$ cat src/rtl/truth_sweep_pkg.sv
// rtl/truth_sweep_pkg.sv - shared types and constants for the truth table sweeper
package truth_sweep_pkg;

  typedef enum logic [1:0] {
    IDLE   = 2'd0,
    SETTLE = 2'd1,
    DONE   = 2'd2
  } sweep_state_t;

  localparam int         N_VECTORS        = 8;
  localparam int         IDX_W            = 3;
  localparam int         CNT_W            = 8;
  localparam logic [7:0] DEFAULT_EXPECTED = 8'h31;

  // Terminal count for the settle counter: the sample happens on count
  // SETTLE_CYCLES-1. Out-of-range settings are clamped to 1..255 so the
  // comparison always fits in CNT_W bits.
  function automatic logic [CNT_W-1:0] settle_limit(input int settle_cycles);
    int s;
    s = settle_cycles;
    if (s < 1) begin
      s = 1;
    end else if (s > 255) begin
      s = 255;
    end
    return CNT_W'(s - 1);
  endfunction

endpackage

$ cat src/rtl/settle_counter.sv
// rtl/settle_counter.sv - loadable hold counter producing the per-vector sample strobe
module settle_counter
  import truth_sweep_pkg::*;
#(
  parameter int W = CNT_W
) (
  input  logic         clk,
  input  logic         reset,
  input  logic         load,
  input  logic [W-1:0] load_val,
  input  logic         en,
  input  logic [W-1:0] limit,
  output logic         tc
);

  logic [W-1:0] cnt;

  // Terminal count is only meaningful while counting, so it doubles as the
  // sample strobe without further qualification by the caller.
  assign tc = en & (cnt == limit);

  // Count up while enabled; wrap to zero on terminal count so the next
  // vector starts a fresh hold without an extra load.
  always_ff @(posedge clk) begin
    if (reset) begin
      cnt <= '0;
    end else if (load) begin
      cnt <= load_val;
    end else if (en) begin
      cnt <= tc ? '0 : cnt + 1'b1;
    end
  end

endmodule

$ cat src/rtl/truth_table_sweeper.sv
// rtl/truth_table_sweeper.sv - sweeps 8 input vectors through a 3-input block and checks its truth table (option: TRUTH_SWEEP_STOP_ON_MISMATCH_EN)
module truth_table_sweeper
  import truth_sweep_pkg::*;
#(
  parameter int         SETTLE_CYCLES = 2,
  parameter logic [7:0] EXPECTED      = DEFAULT_EXPECTED
) (
  input  logic       clk,
  input  logic       reset,
  input  logic       start,
  output logic       a,
  output logic       b,
  output logic       c,
  input  logic       y,
  output logic       busy,
  output logic       done,
  output logic       pass,
  output logic [7:0] table_q,
  output logic [2:0] fail_idx
);

  localparam logic [CNT_W-1:0] LIMIT    = settle_limit(SETTLE_CYCLES);
  localparam logic [IDX_W-1:0] LAST_IDX = IDX_W'(N_VECTORS - 1);

  sweep_state_t     state;
  sweep_state_t     state_nxt;
  logic [IDX_W-1:0] idx;
  logic [IDX_W-1:0] vec_q;
  logic             mismatch;
  logic             accept;
  logic             counting;
  logic             sample;
  logic             first_miss;
  logic             finish;

  // start is honoured only when no sweep is in flight.
  assign accept   = start & ((state == IDLE) | (state == DONE));
  assign counting = (state == SETTLE);

  settle_counter #(
    .W (CNT_W)
  ) u_settle_counter (
    .clk      (clk),
    .reset    (reset),
    .load     (accept),
    .load_val ('0),
    .en       (counting),
    .limit    (LIMIT),
    .tc       (sample)
  );

  // Only the lowest failing vector is recorded.
  assign first_miss = sample & (y != EXPECTED[idx]) & ~mismatch;

`ifdef TRUTH_SWEEP_STOP_ON_MISMATCH_EN
  assign finish = sample & ((idx == LAST_IDX) | first_miss);
`else
  assign finish = sample & (idx == LAST_IDX);
`endif

  // State register.
  always_ff @(posedge clk) begin
    if (reset) begin
      state <= IDLE;
    end else begin
      state <= state_nxt;
    end
  end

  // Next-state decode: sweep on start, leave SETTLE after the final sample.
  always_comb begin
    state_nxt = state;
    case (state)
      IDLE:    if (start)  state_nxt = SETTLE;
      SETTLE:  if (finish) state_nxt = DONE;
      DONE:    if (start)  state_nxt = SETTLE;
      default:             state_nxt = IDLE;
    endcase
  end

  // Vector index, stimulus register and capture/compare results.
  always_ff @(posedge clk) begin
    if (reset) begin
      idx      <= '0;
      vec_q    <= '0;
      table_q  <= '0;
      fail_idx <= '0;
      mismatch <= 1'b0;
    end else if (accept) begin
      idx      <= '0;
      vec_q    <= '0;
      table_q  <= '0;
      fail_idx <= '0;
      mismatch <= 1'b0;
    end else if (sample) begin
      table_q[idx] <= y;
      if (first_miss) begin
        fail_idx <= idx;
        mismatch <= 1'b1;
      end
      if (finish) begin
        vec_q <= '0;
      end else begin
        idx   <= idx + 1'b1;
        vec_q <= idx + 1'b1;
      end
    end
  end

  assign {a, b, c} = vec_q;
  assign busy      = (state == SETTLE);
  assign done      = (state == DONE);
  assign pass      = done & ~mismatch;

endmodule

$ cat config.mk
export PLATFORM = sky130hd
export DESIGN_NAME = truth_table_sweeper
export DESIGN_NICKNAME = d
export VERILOG_FILES = /design/src/rtl/truth_sweep_pkg.sv /design/src/rtl/settle_counter.sv /design/src/rtl/truth_table_sweeper.sv
export SDC_FILE = /design/constraint.sdc
export NUM_CORES = 1
export LEC_CHECK = 0
export BUFFER_PORTS_ARGS = -buffer_cell sky130_fd_sc_hd__buf_2
export CORE_MARGIN = 4
export CORE_UTILIZATION = 53
export CTS_BUF_LIST = sky130_fd_sc_hd__clkbuf_4
export DETAILED_ROUTE_END_ITERATION = 8
export GPL_ROUTABILITY_DRIVEN = 0
export PLACE_DENSITY = 0.77
export SKIP_LAST_GASP = 1
export SLEW_MARGIN = 25
export SYNTH_ARGS = -nofsm -noshare
export SYNTH_HDL_FRONTEND = slang
export SYNTH_HIERARCHICAL = 1
export SYNTH_SLANG_ARGS = --single-unit
$ cat constraint.sdc
create_clock -name clk -period 1.9 [get_ports clk]
set_input_delay 0.38 -clock clk [delete_from_list [all_inputs] [get_ports clk]]
set_output_delay 0.38 -clock clk [all_outputs]
set_load 0.03 [all_outputs]
==> impl_metrics.json, run 1 <==
{
  "wire_per_inst_um": 13.6,
  "grt_pass1_vias": 1366,
  "pre_cts_ws_ns": 0.154,
  "cts-root-buf": "clkbuf_4",
  "status": "complete, no violations",
  "n_antenna_cell": 0,
  "grt_remaining_overflow": 0,
  "die_h_um": 62.9,
  "cts_made_buffers": 5,
  "hold_viol_final": 0,
  "drt_pass1_iterations": 4,
  "hpwl_um": 2520,
  "drive_gt1_share_pct": 22.7,
  "cts_max_path_buffers": 2,
  "setup_ws_ns": 0.193,
  "cp_max_fo": 16,
  "cp-end-kind": "flop",
  "area_growth_pct": 15.2,
  "clock-sinks": 29,
  "async_flop_share_pct": 0,
  "critPathLaunch": "u_settle_counter/cnt[5]",
  "grt_usage_pct": 19.2,
  "rows": 19,
  "nets": 226,
  "clk_latency_ns": 0.34,
  "fin_tns_setup_ns": 0,
  "reg2regPathDepth": 7,
  "power_leakage_nw": 0.751,
  "arrival_ns": 1.94,
  "vias_per_cell": 5.52,
  "cp.required_ns": 2.14,
  "drv_slew": 0,
  "initial_core_util_pct": 56.5,
  "grt_pass1_wl_um": 6120,
  "synth_edf_count": 0,
  "r2r-start": "u_settle_counter/cnt[5]",
  "place_area_um2": 1780,
  "postSynthCellCount": 181,
  "ys_ff_latch": 29,
  "place.port_buffers": 20,
  "num_io_pins": 21,
  "rsz0062_at_grt": "false",
  "die-area_um2": 3960,
  "antenna_found_initial": 0,
  "setup_viol": 0,
  "skew_ns": 0.0102,
  "drc": 0,
  "critical_path_class": "flop to flop",
  "placedCellCount": 243,
  "timing.critical_path.from_type": "flop",
  "dieWidth_um": 62.9,
  "synth_top_area_share_pct": 36.3,
  "min_path_type": "input pin to flop",
  "powerDensity_nw_per_um2": 641,
  "layout_commonest_cell": "dfxtp_1",
  "yosys_warnings": 6,
  "cts_tree": "built",
  "period_share_pct": 89.9,
  "drt_iter0_drc": 50,
  "max_cap_violations": 0,
  "yosysUniqueCellTypes": 40,
  "power_mw": 1.18,
  "rrSetupSlack_ns": 0.19,
  "antenna_left": 0,
  "cts_hold_buf": 0,
  "h-tree-depth": 2,
  "grt_max_degree": 20,
  "yosys.area.top_type": "dfxtp_1",
  "synth_area_um2": 1600,
  "synth_ff_type": "dfxtp_1",
  "vias": 1385,
  "clock.fmax_mhz": 586,
  "vdd_drop_max_uv": 520,
  "coreArea_um2": 2830,
  "final_cell_mix": "dfxtp_1 (27), nor2_1 (21), buf_2 (20), a21oi_1 (16), conb_1 (16)",
  "synth_area_leaders": "dfxtp_1 (36%), xnor2_1 (6.6%), a21oi_1 (5.0%)",
  "drt-total-wl_um": 3410,
  "final_area_um2": 1840,
  "ys_seq_area_share_pct": 36.3,
  "period_needed_ns": 1.71,
  "final_cells": 251,
  "avgSynthCellArea_um2": 8.83,
  "clk_pin_slew_ns": 0.10
}
## through the flow
step | hold slack (ns) | utilization (%)
CTS | 0.374 | 64.8
floorplan | 0.452 | -
finish | 0.381 | 65.1
global placement | 0.450 | 62.8
global route | 0.377 | 65.1
detailed placement | 0.455 | 62.8
## worst max-delay path: stages (launching register included)
cell	delay, ns
dfxtp_1	0.38
xnor2_1	0.19
nand4_1	0.17
nor3_2	0.16
buf_6	0.17
and2b_2	0.21
nor3_1	0.06
a211o_1	0.26
## synth_stat cells, types with 3 or more instances
| master | n |
|---|---|
| dfxtp_1 | 29 |
| nor2_1 | 21 |
| a21oi_1 | 16 |
| xnor2_1 | 12 |
| nand2_1 | 9 |
| mux2i_1 | 8 |
| nand3_1 | 8 |
| o21ai_0 | 6 |
| inv_1 | 5 |
| nor2b_1 | 5 |
| nor3b_1 | 5 |
| o32ai_1 | 5 |
| buf_2 | 4 |
| nor3_1 | 4 |
| and4bb_2 | 3 |
| ha_1 | 3 |
| nand4_1 | 3 |
| nand4b_1 | 3 |
| o2111ai_1 | 3 |
| xor2_1 | 3 |
## final cells by class
cell class / instances / area (um2)
Fill cell: 228 / 988
Tap cell: 31 / 38.8
Inverter: 6 / 22.5
Multi-Input combinational cell: 150 / 985
Timing Repair Buffer: 27 / 156
Clock inverter: 3 / 17.5
Clock buffer: 5 / 37.5
Sequential cell: 29 / 583
## what timing repair did
action,4_1_cts,5_1_grt
gates resized for setup,0,4
setup endpoints to repair,0,2
setup buffers,0,0
## kinds of logic after synthesis
kind of cell,share of synthesized area [%]
buffers and inverters,6.19
AO/OA/AOI/OAI,13.9
other,0.470
adder cells (fa/ha/maj),2.35
multiplexers,5.01
flip-flops,36.3
AND/OR/NAND/NOR,27.5
XOR/XNOR,8.22
## per-layer routing
| layer | track usage, % | vias to the layer above | routed length [um] |
|---|---|---|---|
| li1 | - | 700 | - |
| met1 | 22.8 | 646 | 1520 |
| met2 | 32.4 | 34 | 1700 |
| met5 | 0 | - | 0 |
| met3 | 5.58 | 5 | 154 |
| met4 | 7.44 | 0 | 44 |
## registers in the layout, summed over array words and instances (netlist names), named ones only
signal                count
table_q                   8
u_settle_counter/cnt      8
fail_idx                  3
idx                       3
vec_q                     3
state                     2
mismatch                  1
## power by group
group | leakage, nW | internal (mW) | switching [mW]
clock | 0.0310 | 0.139 | 0.225
combinational | 0.483 | 0.0705 | 0.0891
sequential | 0.236 | 0.627 | 0.0282
## worst min path at each step
| stage | cells after the start | to | slack (ns) | startpoint |
|---|---|---|---|---|
| 6_report | 2 | state[0] | 0.38 | reset |
| 5_1_grt | 2 | state[0] | 0.38 | reset |
| 4_1_cts | 2 | state[0] | 0.37 | reset |
| 3_5_place_dp | 2 | vec_q[1] | 0.45 | vec_q[1] |
| 3_3_place_gp | 2 | vec_q[1] | 0.45 | vec_q[1] |
| 2_1_floorplan | 1 | state[0] | 0.45 | reset |
(Power assumes the default switching activity.)
==> inputs of run 2 (changes only) <==
- CORE_UTILIZATION: 53 -> 51
- CTS_BUF_LIST: sky130_fd_sc_hd__clkbuf_4 -> sky130_fd_sc_hd__clkbuf_16
- PLACE_DENSITY: 0.77 -> 0.75
==> run 2 against run 1 <==
Power rose by 30%; count of clock-buffer cells in the layout did not move; register-to-register slack barely moved; combinational power rose by 9%; clock skew fell by 0.0054 ns; design area rose by 6.7%; fmax rose by 0.67%; sequential power fell by 0.9%.
==> impl_metrics.json, run 2 (synthesis results as in run 1) <==
{
  "status": "complete, no violations",
  "initial_core_util_pct": 52.8,
  "fillers": 241,
  "clk_latency_ns": 0.27,
  "fin_tns_setup_ns": 0,
  "cp_slowest_cell": "dfxtp_1",
  "rows": 20,
  "period_needed_ns": 1.70,
  "place.port_buffers": 20,
  "drive_gt1_share_pct": 21.9,
  "vias": 1363,
  "dieWidth_um": 64.0,
  "clock.fmax_mhz": 590,
  "die_h_um": 64.0,
  "setup_viol": 0,
  "place_area_um2": 1830,
  "slowest_delay_ns": 0.34,
  "drc": 0,
  "drt-total-wl_um": 3120,
  "crit_chain": "xnor2_1, nand4_1, nor3_2, buf_4, or2b_1, o21ai_0, a21oi_1",
  "final_cells": 268,
  "grt_pass1_wl_um": 5700,
  "coreArea_um2": 3030,
  "final_cell_mix": "dfxtp_1 (29), nor2_1 (21), buf_2 (20), a21oi_1 (16), conb_1 (16)",
  "hpwl_um": 2150,
  "pwr-share-comb_pct": 11.4,
  "max_cap_violations": 0,
  "grt_max_degree": 20,
  "pre_cts_ws_ns": 0.191,
  "seqPwrFrac_pct": 42.3,
  "n_antenna_cell": 0,
  "num_io_pins": 21,
  "drt_pass1_iterations": 4,
  "grt_pass1_vias": 1306,
  "rsz0062_at_grt": "false",
  "timing.critical_path.from_type": "flop",
  "clock-sinks": 29,
  "area_growth_pct": 22.9,
  "wire_per_inst_um": 11.6,
  "hold-worst-slack_ns": 0.420,
  "cts_tree": "built",
  "postLayoutCoreUtil_pct": 64.9,
  "met2_usage_pct": 27.6,
  "critical_path_class": "flop to flop",
  "cts-root-buf": "clkbuf_16",
  "cts_hold_buf": 0,
  "use_met1_pct": 22.6,
  "layout_commonest_cell": "dfxtp_1",
  "grt_usage_pct": 17.6,
  "cp_max_fo": 16,
  "min_path_type": "input pin to flop",
  "cts_max_path_buffers": 2,
  "placedCellCount": 261,
  "p_clk_share_pct": 46.2,
  "cp_top_family": "simple AND/OR/NAND/NOR gates",
  "top_usage_layer": "met2",
  "multi_input_area_um2": 983,
  "crit_buf_inv": 1,
  "cts_made_buffers": 5,
  "reg2regPathDepth": 7,
  "p_sw_share_pct": 23.5,
  "drt_iter0_drc": 79,
  "grt_remaining_overflow": 0,
  "hold_viol_final": 0,
  "setup_ws_ns": 0.204,
  "cp.required_ns": 2.05,
  "cp-end-kind": "flop",
  "die-area_um2": 4090,
  "period_share_pct": 89.3,
  "power_leakage_nw": 0.814,
  "p_switching_mw": 0.360,
  "drv_slew": 0,
  "worst-path-stages": 7,
  "vias_per_cell": 5.09,
  "area.sequential_um2": 581,
  "arrival_ns": 1.85,
  "ctsResizeCount": 0,
  "p_int_mw": 1.17,
  "reg.largest.list": "table_q (8), u_settle_counter/cnt (8)",
  "met3_usage_pct": 4.75,
  "nets": 231,
  "final_area_um2": 1960,
  "h-tree-depth": 2,
  "antenna_found_initial": 0,
  "skew_ns": 0.00487,
  "hold_depth": 4,
  "cts_setup_buffers": 0,
  "clk_pin_slew_ns": 0.05,
  "antenna_left": 0,
  "power_mw": 1.53,
  "powerDensity_nw_per_um2": 780,
  "vdd_drop_max_uv": 622
}
[run 2: changes by cell type in the layout (fill, tap and decap cells not counted), moves of 2 or more]
| cell | delta |
|---|---|
| buf_4 | +6 |
| clkbuf_16 | +5 |
| clkbuf_4 | -5 |
| clkinv_2 | -2 |
| dfxtp_1 | +2 |
| dfxtp_2 | -2 |
[run 2: worst paths after layout]
kind	slack, ns	end	from
hold reg to reg	0.46	vec_q[2]	vec_q[2]
setup reg to reg	0.20	fail_idx[0]	u_settle_counter/cnt[6]
setup / recovery	0.20	fail_idx[0]	u_settle_counter/cnt[6]
hold / removal	0.42	state[1]	start
[run 2: layout make-up]
| class | instances | share of cell area, % |
|---|---|---|
| clock inverters | 2 | 0.382 |
| well taps | 44 | 2.80 |
| multi-input cells | 150 | 50.1 |
| inverters | 6 | 1.15 |
| repair buffers | 32 | 9.68 |
| flip-flops and latches | 29 | 29.6 |
| clock buffers | 5 | 6.37 |
[run 2: layer usage]
layer / wire (um) / vias up
met5: 0 / -
met4: 54 / 0
met3: 112 / 7
met2: 1370 / 18
met1: 1580 / 629
li1: - / 709
[run 2: worst min-delay path: cells and delay by family]
family | cells | cell delay [ns]
AND/OR/NAND/NOR | 1 | 0.07
buffers and inverters | 2 | 0.15
AO/OA/AOI/OAI | 1 | 0.05
[run 2: power groups by stage]
| stage | Clock, mW | Combinational (mW) | Sequential, mW |
|---|---|---|---|
| after floorplan | 0 | 0.130 | 0.662 |
| after global placement | 0 | 0.172 | 0.659 |
| after detailed placement | 0 | 0.173 | 0.660 |
| after CTS | 0.726 | 0.175 | 0.648 |
| after global routing | 0.756 | 0.194 | 0.651 |
| final | 0.708 | 0.175 | 0.649 |
